**src/rtl/uart_cmd_ctrl_if.sv**
```systemverilog
// ----------------------------------------------------------------------------
// uart_cmd_ctrl_if
// Purpose : bundles the byte-level UART handshake and the motor-drive register
//           outputs of uart_cmd_ctrl into a single interface.
// Signals :
//   rx_done   1-clk pulse, rx_data valid            (master -> slave)
//   rx_data   received byte                         (master -> slave)
//   rx_err    1-clk pulse, receiver framing error   (master -> slave)
//   tx_busy   transmitter busy                      (master -> slave)
//   tx_start  reply request, held until tx_busy     (slave -> master)
//   tx_data   reply byte, stable while tx_start     (slave -> master)
//   duty_a    PWM duty channel A                    (slave -> master)
//   duty_b    PWM duty channel B                    (slave -> master)
//   dir       motor direction                       (slave -> master)
//   motor_en  motor enable                          (slave -> master)
//   frame_ok  1-clk pulse, valid frame executed     (slave -> master)
//   frame_err 1-clk pulse, frame rejected/aborted   (slave -> master)
// The slave modport is the command controller; the master modport is the
// surrounding system (UART receiver/transmitter and PWM driver).
// ----------------------------------------------------------------------------
interface uart_cmd_ctrl_if;
    logic       rx_done;
    logic [7:0] rx_data;
    logic       rx_err;
    logic       tx_busy;
    logic       tx_start;
    logic [7:0] tx_data;
    logic [7:0] duty_a;
    logic [7:0] duty_b;
    logic       dir;
    logic       motor_en;
    logic       frame_ok;
    logic       frame_err;

    modport master (
        output rx_done, rx_data, rx_err, tx_busy,
        input  tx_start, tx_data, duty_a, duty_b, dir, motor_en, frame_ok, frame_err
    );

    modport slave (
        input  rx_done, rx_data, rx_err, tx_busy,
        output tx_start, tx_data, duty_a, duty_b, dir, motor_en, frame_ok, frame_err
    );
endinterface

```
**src/rtl/uart_cmd_ctrl.sv**
```systemverilog
// ----------------------------------------------------------------------------
// uart_cmd_ctrl
// Purpose : command sequencer between the UART and the motor-drive registers.
//           Parses fixed 6-byte frames (HDR0 HDR1 CMD D0 D1 CHK), validates the
//           8-bit additive checksum, executes the command on the duty /
//           direction / enable registers and queues a 1-byte ACK/NAK reply to
//           the UART transmitter.
// Ports   :
//   clk    system clock, single domain
//   reset  asynchronous assert, active-low
//   bus    uart_cmd_ctrl_if.slave (rx byte strobe, tx handshake, motor regs,
//          frame_ok/frame_err status pulses)
// Parameters:
//   TIMEOUT_CYC  max idle clocks between bytes inside a frame before abort
//   HDR0/HDR1    frame header bytes
// ----------------------------------------------------------------------------
module uart_cmd_ctrl #(
    parameter int unsigned TIMEOUT_CYC = 50000,
    parameter logic [7:0]  HDR0        = 8'h55,
    parameter logic [7:0]  HDR1        = 8'hAA
) (
    input  logic           clk,
    input  logic           reset,
    uart_cmd_ctrl_if.slave bus
);

    localparam int unsigned      CNT_W    = (TIMEOUT_CYC > 1) ? $clog2(TIMEOUT_CYC) : 1;
    localparam logic [CNT_W-1:0] CNT_LAST = CNT_W'(TIMEOUT_CYC - 1);

    localparam logic [7:0] CMD_DUTY = 8'h01;
    localparam logic [7:0] CMD_DIR  = 8'h02;
    localparam logic [7:0] CMD_PING = 8'h03;
    localparam logic [7:0] NAK      = 8'hEE;

    // States are named after the byte they are waiting for.
    typedef enum logic [3:0] {
        S_H0,
        S_H1,
        S_CMD,
        S_D0,
        S_D1,
        S_CHK,
        S_EXEC,
        S_TXW,
        S_TXH
    } state_e;

    state_e           state_q,    state_d;
    logic [CNT_W-1:0] cnt_q,      cnt_d;
    logic [7:0]       cmd_q,      cmd_d;
    logic [7:0]       d0_q,       d0_d;
    logic [7:0]       d1_q,       d1_d;
    logic [7:0]       chk_q,      chk_d;
    logic [7:0]       reply_q,    reply_d;
    logic [7:0]       duty_a_q,   duty_a_d;
    logic [7:0]       duty_b_q,   duty_b_d;
    logic             dir_q,      dir_d;
    logic             motor_en_q, motor_en_d;
    logic             tx_start_q, tx_start_d;
    logic [7:0]       tx_data_q,  tx_data_d;
    logic             frame_ok_q, frame_ok_d;
    logic             frame_err_q, frame_err_d;

    logic             in_frame;
    logic             abort;
    logic [7:0]       sum;
    logic             cmd_known;

    // Next-state and next-register logic.
    // A frame in progress (S_H1..S_CHK) is abandoned on rx_err, which takes
    // priority over a simultaneous rx_done, or when the inter-byte counter
    // reaches its last value without a byte arriving. Abort sends no reply.
    always_comb begin
        state_d     = state_q;
        cnt_d       = cnt_q;
        cmd_d       = cmd_q;
        d0_d        = d0_q;
        d1_d        = d1_q;
        chk_d       = chk_q;
        reply_d     = reply_q;
        duty_a_d    = duty_a_q;
        duty_b_d    = duty_b_q;
        dir_d       = dir_q;
        motor_en_d  = motor_en_q;
        tx_start_d  = tx_start_q;
        tx_data_d   = tx_data_q;
        frame_ok_d  = 1'b0;
        frame_err_d = 1'b0;

        sum       = cmd_q + d0_q + d1_q;
        cmd_known = (cmd_q == CMD_DUTY) || (cmd_q == CMD_DIR) || (cmd_q == CMD_PING);
        in_frame  = (state_q == S_H1) || (state_q == S_CMD) || (state_q == S_D0) ||
                    (state_q == S_D1) || (state_q == S_CHK);
        abort     = in_frame && (bus.rx_err || (!bus.rx_done && (cnt_q == CNT_LAST)));

        if (in_frame) begin
            cnt_d = bus.rx_done ? '0 : cnt_q + CNT_W'(1);
        end

        if (abort) begin
            state_d     = S_H0;
            cnt_d       = '0;
            frame_err_d = 1'b1;
        end else begin
            case (state_q)
                S_H0: begin
                    cnt_d = '0;
                    if (bus.rx_done && (bus.rx_data == HDR0)) begin
                        state_d = S_H1;
                    end
                end
                // A repeated HDR0 keeps us here so "HDR0 HDR0 HDR1" resyncs.
                S_H1: begin
                    if (bus.rx_done) begin
                        if (bus.rx_data == HDR1) begin
                            state_d = S_CMD;
                        end else if (bus.rx_data != HDR0) begin
                            state_d = S_H0;
                        end
                    end
                end
                S_CMD: begin
                    if (bus.rx_done) begin
                        cmd_d   = bus.rx_data;
                        state_d = S_D0;
                    end
                end
                S_D0: begin
                    if (bus.rx_done) begin
                        d0_d    = bus.rx_data;
                        state_d = S_D1;
                    end
                end
                S_D1: begin
                    if (bus.rx_done) begin
                        d1_d    = bus.rx_data;
                        state_d = S_CHK;
                    end
                end
                S_CHK: begin
                    if (bus.rx_done) begin
                        chk_d   = bus.rx_data;
                        state_d = S_EXEC;
                    end
                end
                // Registers only ever change here, one cycle after the CHK byte.
                S_EXEC: begin
                    state_d = S_TXW;
                    if ((sum == chk_q) && cmd_known) begin
                        frame_ok_d = 1'b1;
                        reply_d    = cmd_q | 8'h80;
                        if (cmd_q == CMD_DUTY) begin
                            duty_a_d = d0_q;
                            duty_b_d = d1_q;
                        end else if (cmd_q == CMD_DIR) begin
                            dir_d      = d0_q[0];
                            motor_en_d = d0_q[1];
                        end
                    end else begin
                        frame_err_d = 1'b1;
                        reply_d     = NAK;
                    end
                end
                S_TXW: begin
                    if (!bus.tx_busy) begin
                        tx_data_d  = reply_q;
                        tx_start_d = 1'b1;
                        state_d    = S_TXH;
                    end
                end
                // tx_start is a level request; drop it once the transmitter
                // acknowledges by going busy.
                S_TXH: begin
                    if (bus.tx_busy) begin
                        tx_start_d = 1'b0;
                        state_d    = S_H0;
                    end
                end
                default: begin
                    state_d = S_H0;
                end
            endcase
        end
    end

    always_ff @(posedge clk or negedge reset) begin
        if (!reset) begin
            state_q     <= S_H0;
            cnt_q       <= '0;
            cmd_q       <= '0;
            d0_q        <= '0;
            d1_q        <= '0;
            chk_q       <= '0;
            reply_q     <= '0;
            duty_a_q    <= '0;
            duty_b_q    <= '0;
            dir_q       <= 1'b0;
            motor_en_q  <= 1'b0;
            tx_start_q  <= 1'b0;
            tx_data_q   <= '0;
            frame_ok_q  <= 1'b0;
            frame_err_q <= 1'b0;
        end else begin
            state_q     <= state_d;
            cnt_q       <= cnt_d;
            cmd_q       <= cmd_d;
            d0_q        <= d0_d;
            d1_q        <= d1_d;
            chk_q       <= chk_d;
            reply_q     <= reply_d;
            duty_a_q    <= duty_a_d;
            duty_b_q    <= duty_b_d;
            dir_q       <= dir_d;
            motor_en_q  <= motor_en_d;
            tx_start_q  <= tx_start_d;
            tx_data_q   <= tx_data_d;
            frame_ok_q  <= frame_ok_d;
            frame_err_q <= frame_err_d;
        end
    end

    assign bus.duty_a    = duty_a_q;
    assign bus.duty_b    = duty_b_q;
    assign bus.dir       = dir_q;
    assign bus.motor_en  = motor_en_q;
    assign bus.tx_start  = tx_start_q;
    assign bus.tx_data   = tx_data_q;
    assign bus.frame_ok  = frame_ok_q;
    assign bus.frame_err = frame_err_q;

endmodule
```
**src/flat_wrapper.sv**
```systemverilog
// flat-port wrapper written by rule: the top's interface ports become plain ports
module uart_cmd_ctrl_flat 
#(
    parameter int unsigned TIMEOUT_CYC = 50000,
    parameter logic [7:0]  HDR0        = 8'h55,
    parameter logic [7:0]  HDR1        = 8'hAA
)
  (clk, reset, bus_rx_done, bus_rx_data, bus_rx_err, bus_tx_busy, bus_tx_start, bus_tx_data, bus_duty_a, bus_duty_b, bus_dir, bus_motor_en, bus_frame_ok, bus_frame_err);
  uart_cmd_ctrl_if bus_i ();
  input  logic clk;
  input  logic reset;
  input wire logic [$bits(bus_i.rx_done)-1:0] bus_rx_done;
  input wire logic [$bits(bus_i.rx_data)-1:0] bus_rx_data;
  input wire logic [$bits(bus_i.rx_err)-1:0] bus_rx_err;
  input wire logic [$bits(bus_i.tx_busy)-1:0] bus_tx_busy;
  output wire logic [$bits(bus_i.tx_start)-1:0] bus_tx_start;
  output wire logic [$bits(bus_i.tx_data)-1:0] bus_tx_data;
  output wire logic [$bits(bus_i.duty_a)-1:0] bus_duty_a;
  output wire logic [$bits(bus_i.duty_b)-1:0] bus_duty_b;
  output wire logic [$bits(bus_i.dir)-1:0] bus_dir;
  output wire logic [$bits(bus_i.motor_en)-1:0] bus_motor_en;
  output wire logic [$bits(bus_i.frame_ok)-1:0] bus_frame_ok;
  output wire logic [$bits(bus_i.frame_err)-1:0] bus_frame_err;
  assign bus_i.rx_done = bus_rx_done;
  assign bus_i.rx_data = bus_rx_data;
  assign bus_i.rx_err = bus_rx_err;
  assign bus_i.tx_busy = bus_tx_busy;
  assign bus_tx_start = bus_i.tx_start;
  assign bus_tx_data = bus_i.tx_data;
  assign bus_duty_a = bus_i.duty_a;
  assign bus_duty_b = bus_i.duty_b;
  assign bus_dir = bus_i.dir;
  assign bus_motor_en = bus_i.motor_en;
  assign bus_frame_ok = bus_i.frame_ok;
  assign bus_frame_err = bus_i.frame_err;
  uart_cmd_ctrl #(.TIMEOUT_CYC(TIMEOUT_CYC), .HDR0(HDR0), .HDR1(HDR1)) u_core (.clk(clk), .reset(reset), .bus(bus_i));
endmodule
```
**config.mk**
```make
export PLATFORM = sky130hd
export DESIGN_NAME = uart_cmd_ctrl_flat
export DESIGN_NICKNAME = d
export VERILOG_FILES = /design/src/rtl/uart_cmd_ctrl_if.sv /design/src/rtl/uart_cmd_ctrl.sv /design/src/flat_wrapper.sv
export SDC_FILE = /design/constraint.sdc
export NUM_CORES = 1
export LEC_CHECK = 0
export BUFFER_PORTS_ARGS = -buffer_cell sky130_fd_sc_hd__buf_2
export CORE_AREA = 2 2 93 95
export DETAILED_ROUTE_END_ITERATION = 8
export DIE_AREA = 0 0 95 97
export GPL_ROUTABILITY_DRIVEN = 0
export HOLD_SLACK_MARGIN = 0.12
export PLACE_DENSITY = 0.73
export SLEW_MARGIN = 20
export SYNTH_ARGS = -nofsm -noshare
export SYNTH_HDL_FRONTEND = slang
export SYNTH_SLANG_ARGS = --single-unit
export TNS_END_PERCENT = 30
```
**constraint.sdc**
```tcl
create_clock -name clk -period 4.1 [get_ports clk]
set_input_delay 0.205 -clock clk [delete_from_list [all_inputs] [get_ports clk]]
set_output_delay 0.205 -clock clk [all_outputs]
set_load 0.02 [all_outputs]
```
# Word-level counts from Yosys, hierarchy flattened

Cells that the tools add are included.

Flip-flop bits (word level): 89
Logic and storage cells: 99
Output and inout bits: 29

Reductions and logical operators: 25
Equal/unequal tests: 27
Mux-type cells: 26
Bitwise operators: 3
Add/subtract/negate cells: 3

Operator list:

| cell                  | count |
|---|---|
| $mux 16               | 4 |
| $mux 4                | 11 |
| $pmux 4 s9            | 1 |
| $ne 3x2->1 const B    | 7 |
| $add 16x1->16 const B | 1 |
| $add 8x8->8           | 2 |
| $eq 16x16->1 const B  | 1 |
| $eq 4x3->1 const B    | 4 |
| $eq 8x2->1 const B    | 2 |
| $reduce_and 3->1      | 5 |
| $reduce_and 9->1      | 1 |
| $eq 4x2->1 const B    | 2 |
| $eq 8x1->1 const B    | 1 |
| $eq 8x7->1 const B    | 1 |
| $eq 8x8->1            | 1 |
| $eq 8x8->1 const B    | 1 |
| $mux 1                | 8 |
| $ne 8x7->1 const B    | 1 |
| $reduce_and 4->1      | 2 |
| $logic_or 1x1->1      | 7 |
| $mux 7                | 1 |
| $reduce_and 5->1      | 1 |
| $eq 4x1->1 const B    | 1 |
| $eq 4x4->1 const B    | 1 |
| 11 further kinds      | 17 |

# Depth between registers and ports, before layout

Depth in word-level cells: 8
Depth in mapped cells: 12
Mapped depth without buffers: 11

# Worst setup path after synthesis

Ideal clock, no wire load.

Path type: reg-to-reg
Start point: register u_core.d1_q[1]
End point: register u_core.duty_a_q[5], in the netlist u_core.bus.duty_a[5]
Path slack: 0.763 ns
Required time: 3.975 ns
Library setup time: 0.125 ns
Clock period less this slack: 3.337 ns
Cell stages (with the launch flop): 11
Arrival: 3.212 ns
Path through: dfrtp_1 > fa_1 > ha_1 > fa_1 > a21o_2 > a21oi_1 > o21ai_0 > xnor2_1 > nor4_4 > buf_6 > mux2_4

Longest elaborated chain between the ends: 4

RTL lines:

| element                           | line                 | RTL |
|---|---|---|
| start: declaration                | uart_cmd_ctrl.sv:52  | `logic [7:0] d1_q, d1_d;` |
| start signal: assignment          | uart_cmd_ctrl.sv:192 | `d1_q <= '0;` |
| start signal: assignment          | uart_cmd_ctrl.sv:208 | `d1_q <= d1_d;` |
| $add 8x8->8                       | uart_cmd_ctrl.sv:90  | `sum = cmd_q + d0_q + d1_q;` |
| $eq 8x8->1                        | uart_cmd_ctrl.sv:149 | `if ((sum == chk_q) && cmd_known) begin` |
| $logic_and 1x1->1                 | uart_cmd_ctrl.sv:149 |  |
| $reduce_and 4->1 (no source line) | -                    |  |
| end signal: assignment            | uart_cmd_ctrl.sv:211 | `duty_a_q <= duty_a_d;` |
| end: declaration                  | uart_cmd_ctrl.sv:55  | `logic [7:0] duty_a_q, duty_a_d;` |

Every way passes these cells.
A chain may end at the register's enable or synchronous reset.

# Worst setup path in the final report

Start point: register u_core.d1_q[1]
End point: register u_core.duty_a_q[7], in the netlist u_core.bus.duty_a[7]

The elaborated chain is that of the path after synthesis.

==> results by group <==
Status
  – Status: complete, no violations

Detailed routing
  – DRT met1 WL: a little under 4000 um
  – Top Layer Used: met4
  – Via count: 2790
  – Metal2 WL: approximately 3900 um
  – Antenna Nets Post-Route: 0
  – First-pass DRT Iterations: 4
  – DR DRC count: 0
  – Met3 WL post-DR: between 200 and 300 um
  – Final WL: 8180 um
  – Avg WL per Cell: 16.3 um
  – Via density per instance: about 5.5
  – Initial drt markers: 148

Synthesis
  – Post-Syn Area per Cell: 12.6 um^2
  – Top post-synthesis cells by area: dfrtp_1 51%, mux2_2 13%, fa_1 3.7%, xnor2_1 3.4%, mux2_4 3.1%
  – Distinct cells, synth: 52
  – Mapped Area: approximately 4400 um^2
  – Post-synth EDFFs: 0
  – Synth top area share: 0.511
  – Synth Register Bits: 89
  – Top post-synthesis cells by count: 89 x dfrtp_1, 49 x mux2_2, 34 x nor2_1, 18 x nand2_1, 17 x xnor2_1
  – Most frequent cell after synthesis: dfrtp_1
  – Post-synthesis sequential area ratio: 0.511
  – Warning count from the yosys run: 0
  – Ys async rst share: 1.00
  – Syn_nets: approximately 380
  – Synth Instances: 347
  – Cell taking the most area after synthesis: dfrtp_1
  – Synth Flop Type: dfrtp_1

Clocking
  – Clock Sinks: 89
  – Clock latency on the worst-skew pair: between 0.3 and 0.4 ns
  – Root Driver: clkbuf_8
  – CTS HTree Levels: 3
  – Clock slew at reported path FFs: 0.10 ns
  – CTS tree: done
  – Clock buffer depth: 2
  – Cts bufs inserted: 9

Critical path
  – Reg2Reg Setup Slack: roughly 0.57 ns
  – Reg-to-reg startpoint: u_core.d1_q[1]
  – R2R depth: 10
  – Critical Path AT: 3.77 ns
  – Crit Reg-Reg Endpoint: u_core.bus.duty_a[7]
  – Crit-path max FO: 17
  – CP endpoint kind: register
  – CP required: 4.34 ns
  – Startpoint Class: register
  – Kind of critical path: register to register

Timing
  – Final hold vios: 0
  – Fmax achieved: between 200 and 300 MHz
  – Setup TNS: 0 ns
  – Clock skew: 0.0184 ns
  – Unrepaired setup endpoints after global routing: no
  – Final Slew Violations: 0
  – Slew margin rel.: 0.372
  – Worst setup margin: around 0.57 ns
  – Actual slew at the worst max-slew pin: around 0.94 ns
  – Post-route minimum period: 3.53 ns
  – Final period utilization: 0.862
  – WHS: about 0.16 ns
  – Final-report setup violation count: 0

Power and ir drop
  – Net switching power: 1.44 mW
  – Combinational power share: 0.458
  – LEAKAGE: 2.28 nW
  – Int Power: 2.06 mW
  – P per Cell Area: about 720 nW/um^2
  – Reg power frac: 0.382
  – Worst vdd ir: about 0.45 mV
  – Net Sw Frac: 0.412
  – Clk pwr share: 0.160

Final layout
  – # diodes: 0
  – Layout cells sized above 1: 0.339
  – Layout overhead on the synthesized area: 11.5%
  – Design area: around 4900 um^2
  – Nets@finish: ~420
  – Filler cells: 680

GRT
  – Largest net degree at the start of global routing: 90
  – Vias in the first global route: about 2900
  – Antenna violations before repair: 0
  – Global route overflow: 0
  – First-pass GRT wire length: 14100 um
  – Gr usage total: 0.196

Worst hold path
  – Hold-critical path depth: 2
  – Worst min-delay path endpoint: u_core.d1_q[7]
  – Hold Crit Class: input port to register
  – Min-delay src: bus_rx_data[7]

Floorplan
  – Die W: between 90 and 100 um
  – Die height: around 97 um
  – Starting Density: 0.536
  – I/O pin cnt: 42
  – Die area: around 9000 um^2
  – Core Region: slightly above 8000 um^2
  – Site Rows: 33

Place
  – Post-place setup slack: between 0.5 and 0.6 ns
  – IO Port Bufs: 41
  – Post-DP HPWL: roughly 5500 um
  – Placed cell area: approximately 4700 um^2

Job
  – MaxCap Viol Count: 0
==> layout make-up <==
class | instances | area [um^2] | share of cell area
Multi-Input combinational cell | 240 | 2040 | 0.421
Inverter | 7 | 26.3 | 0.00541
Sequential cell | 89 | 2230 | 0.458
Clock buffer | 9 | 124 | 0.0255
Clock inverter | 7 | 52.6 | 0.0108
Timing Repair Buffer | 46 | 254 | 0.0523
Tap cell | 105 | 131 | 0.0270
==> cell families (layout without fill, tap and decap cells) <==
logic type                 Yosys count  in the layout  share of synthesized area
AOI/OAI and AO/OA                   40             40                     0.0707
xor gates and xnor gates            29             29                     0.0583
adders and majority gates           15             15                     0.0569
buffers and inverters               18             69                     0.0195
DFF                                 89             89                      0.511
muxes                               59             59                      0.160
and+or+nand+nor                     97             97                      0.123
==> sequential cells by signal, summed over array words and instances, names as in the netlist, 4 cells and up <==
register,count
u_core.bus.duty_a,8
u_core.bus.duty_b,8
u_core.bus.tx_data,8
u_core.chk_q,8
u_core.cmd_q,8
u_core.cnt_q,16
u_core.d0_q,8
u_core.d1_q,8
u_core.reply_q,8
u_core.state_q,4
==> critical path, cell delays in order, from the launching register on <==
cell	delay, ns
dfrtp_1	0.43
fa_1	0.51
ha_1	0.24
fa_1	0.41
a21o_2	0.20
a21oi_1	0.22
o21ai_0	0.15
xnor2_1	0.23
nor4_4	0.30
buf_4	0.33
mux2_2	0.37
==> power by group through the flow <==
| stage | Clock [mW] | Sequential [mW] | Combinational, mW |
|---|---|---|---|
| 5_1_grt | 0.606 | 1.38 | 1.78 |
| 6_report | 0.559 | 1.34 | 1.60 |
| 2_1_floorplan | 0 | 1.32 | 1.29 |
| 4_1_cts | 0.572 | 1.34 | 1.62 |
| 3_3_place_gp | 0 | 1.34 | 1.55 |
| 3_5_place_dp | 0 | 1.36 | 1.59 |
==> cell usage in the layout, fill, tap and decap left out, types with 3 or more instances in the layout <==
master,synthesis,layout
a21o_1,3,3
a21oi_1,13,13
buf_2,5,40
buf_4,1,3
clkbuf_8,0,9
clkinvlp_4,0,4
dfrtp_1,89,89
fa_1,8,8
ha_1,7,7
inv_1,7,7
mux2_2,49,49
mux2_4,9,9
nand2_1,18,18
nand2b_1,3,3
nand3_1,6,6
nand4_1,4,4
nor2_1,34,34
nor2b_1,4,4
nor3_1,4,4
nor4_1,4,4
o2111ai_2,3,3
o21ai_0,7,7
xnor2_1,17,17
xor2_1,12,12
==> how the worst max path moves through the flow <==
stage / slack, ns / from / endpoint
2_1_floorplan: 0.76 / u_core.d1_q[1] / u_core.bus.duty_a[5]
3_3_place_gp: 0.74 / u_core.d1_q[1] / u_core.bus.duty_b[7]
3_5_place_dp: 0.58 / u_core.d1_q[1] / u_core.bus.duty_a[4]
4_1_cts: 0.56 / u_core.d1_q[1] / u_core.bus.duty_a[7]
5_1_grt: 0.40 / u_core.d1_q[1] / u_core.bus.duty_a[7]
6_report: 0.57 / u_core.d1_q[1] / u_core.bus.duty_a[7]
==> per-layer routing <==
| metal | vias up | GRT usage |
|---|---|---|
| li1 | 1322 | - |
| met1 | 1408 | 0.281 |
| met2 | 48 | 0.293 |
| met3 | 12 | 0.0506 |
| met4 | 0 | 0.0591 |
| met5 | - | 0 |
==> metrics by stage <==
stage                     utilization  std cells  power (mW)
after CTS                       0.597        503        3.53
final                           0.597        503        3.50
after detailed placement        0.573        485        2.95
after global placement          0.573        485        2.90
after floorplan                     -        347        2.61
after global routing            0.597        503        3.77
==> timing repair <==
item                                    4_1_cts  5_1_grt
endpoints found under the setup margin        0        0
setup buffers                                 0        0
hold buffers                                  2        0
gates resized for setup                       0        0
endpoints found under the hold margin        90        0
No activity file was read; power rests on OpenSTA's default activity.
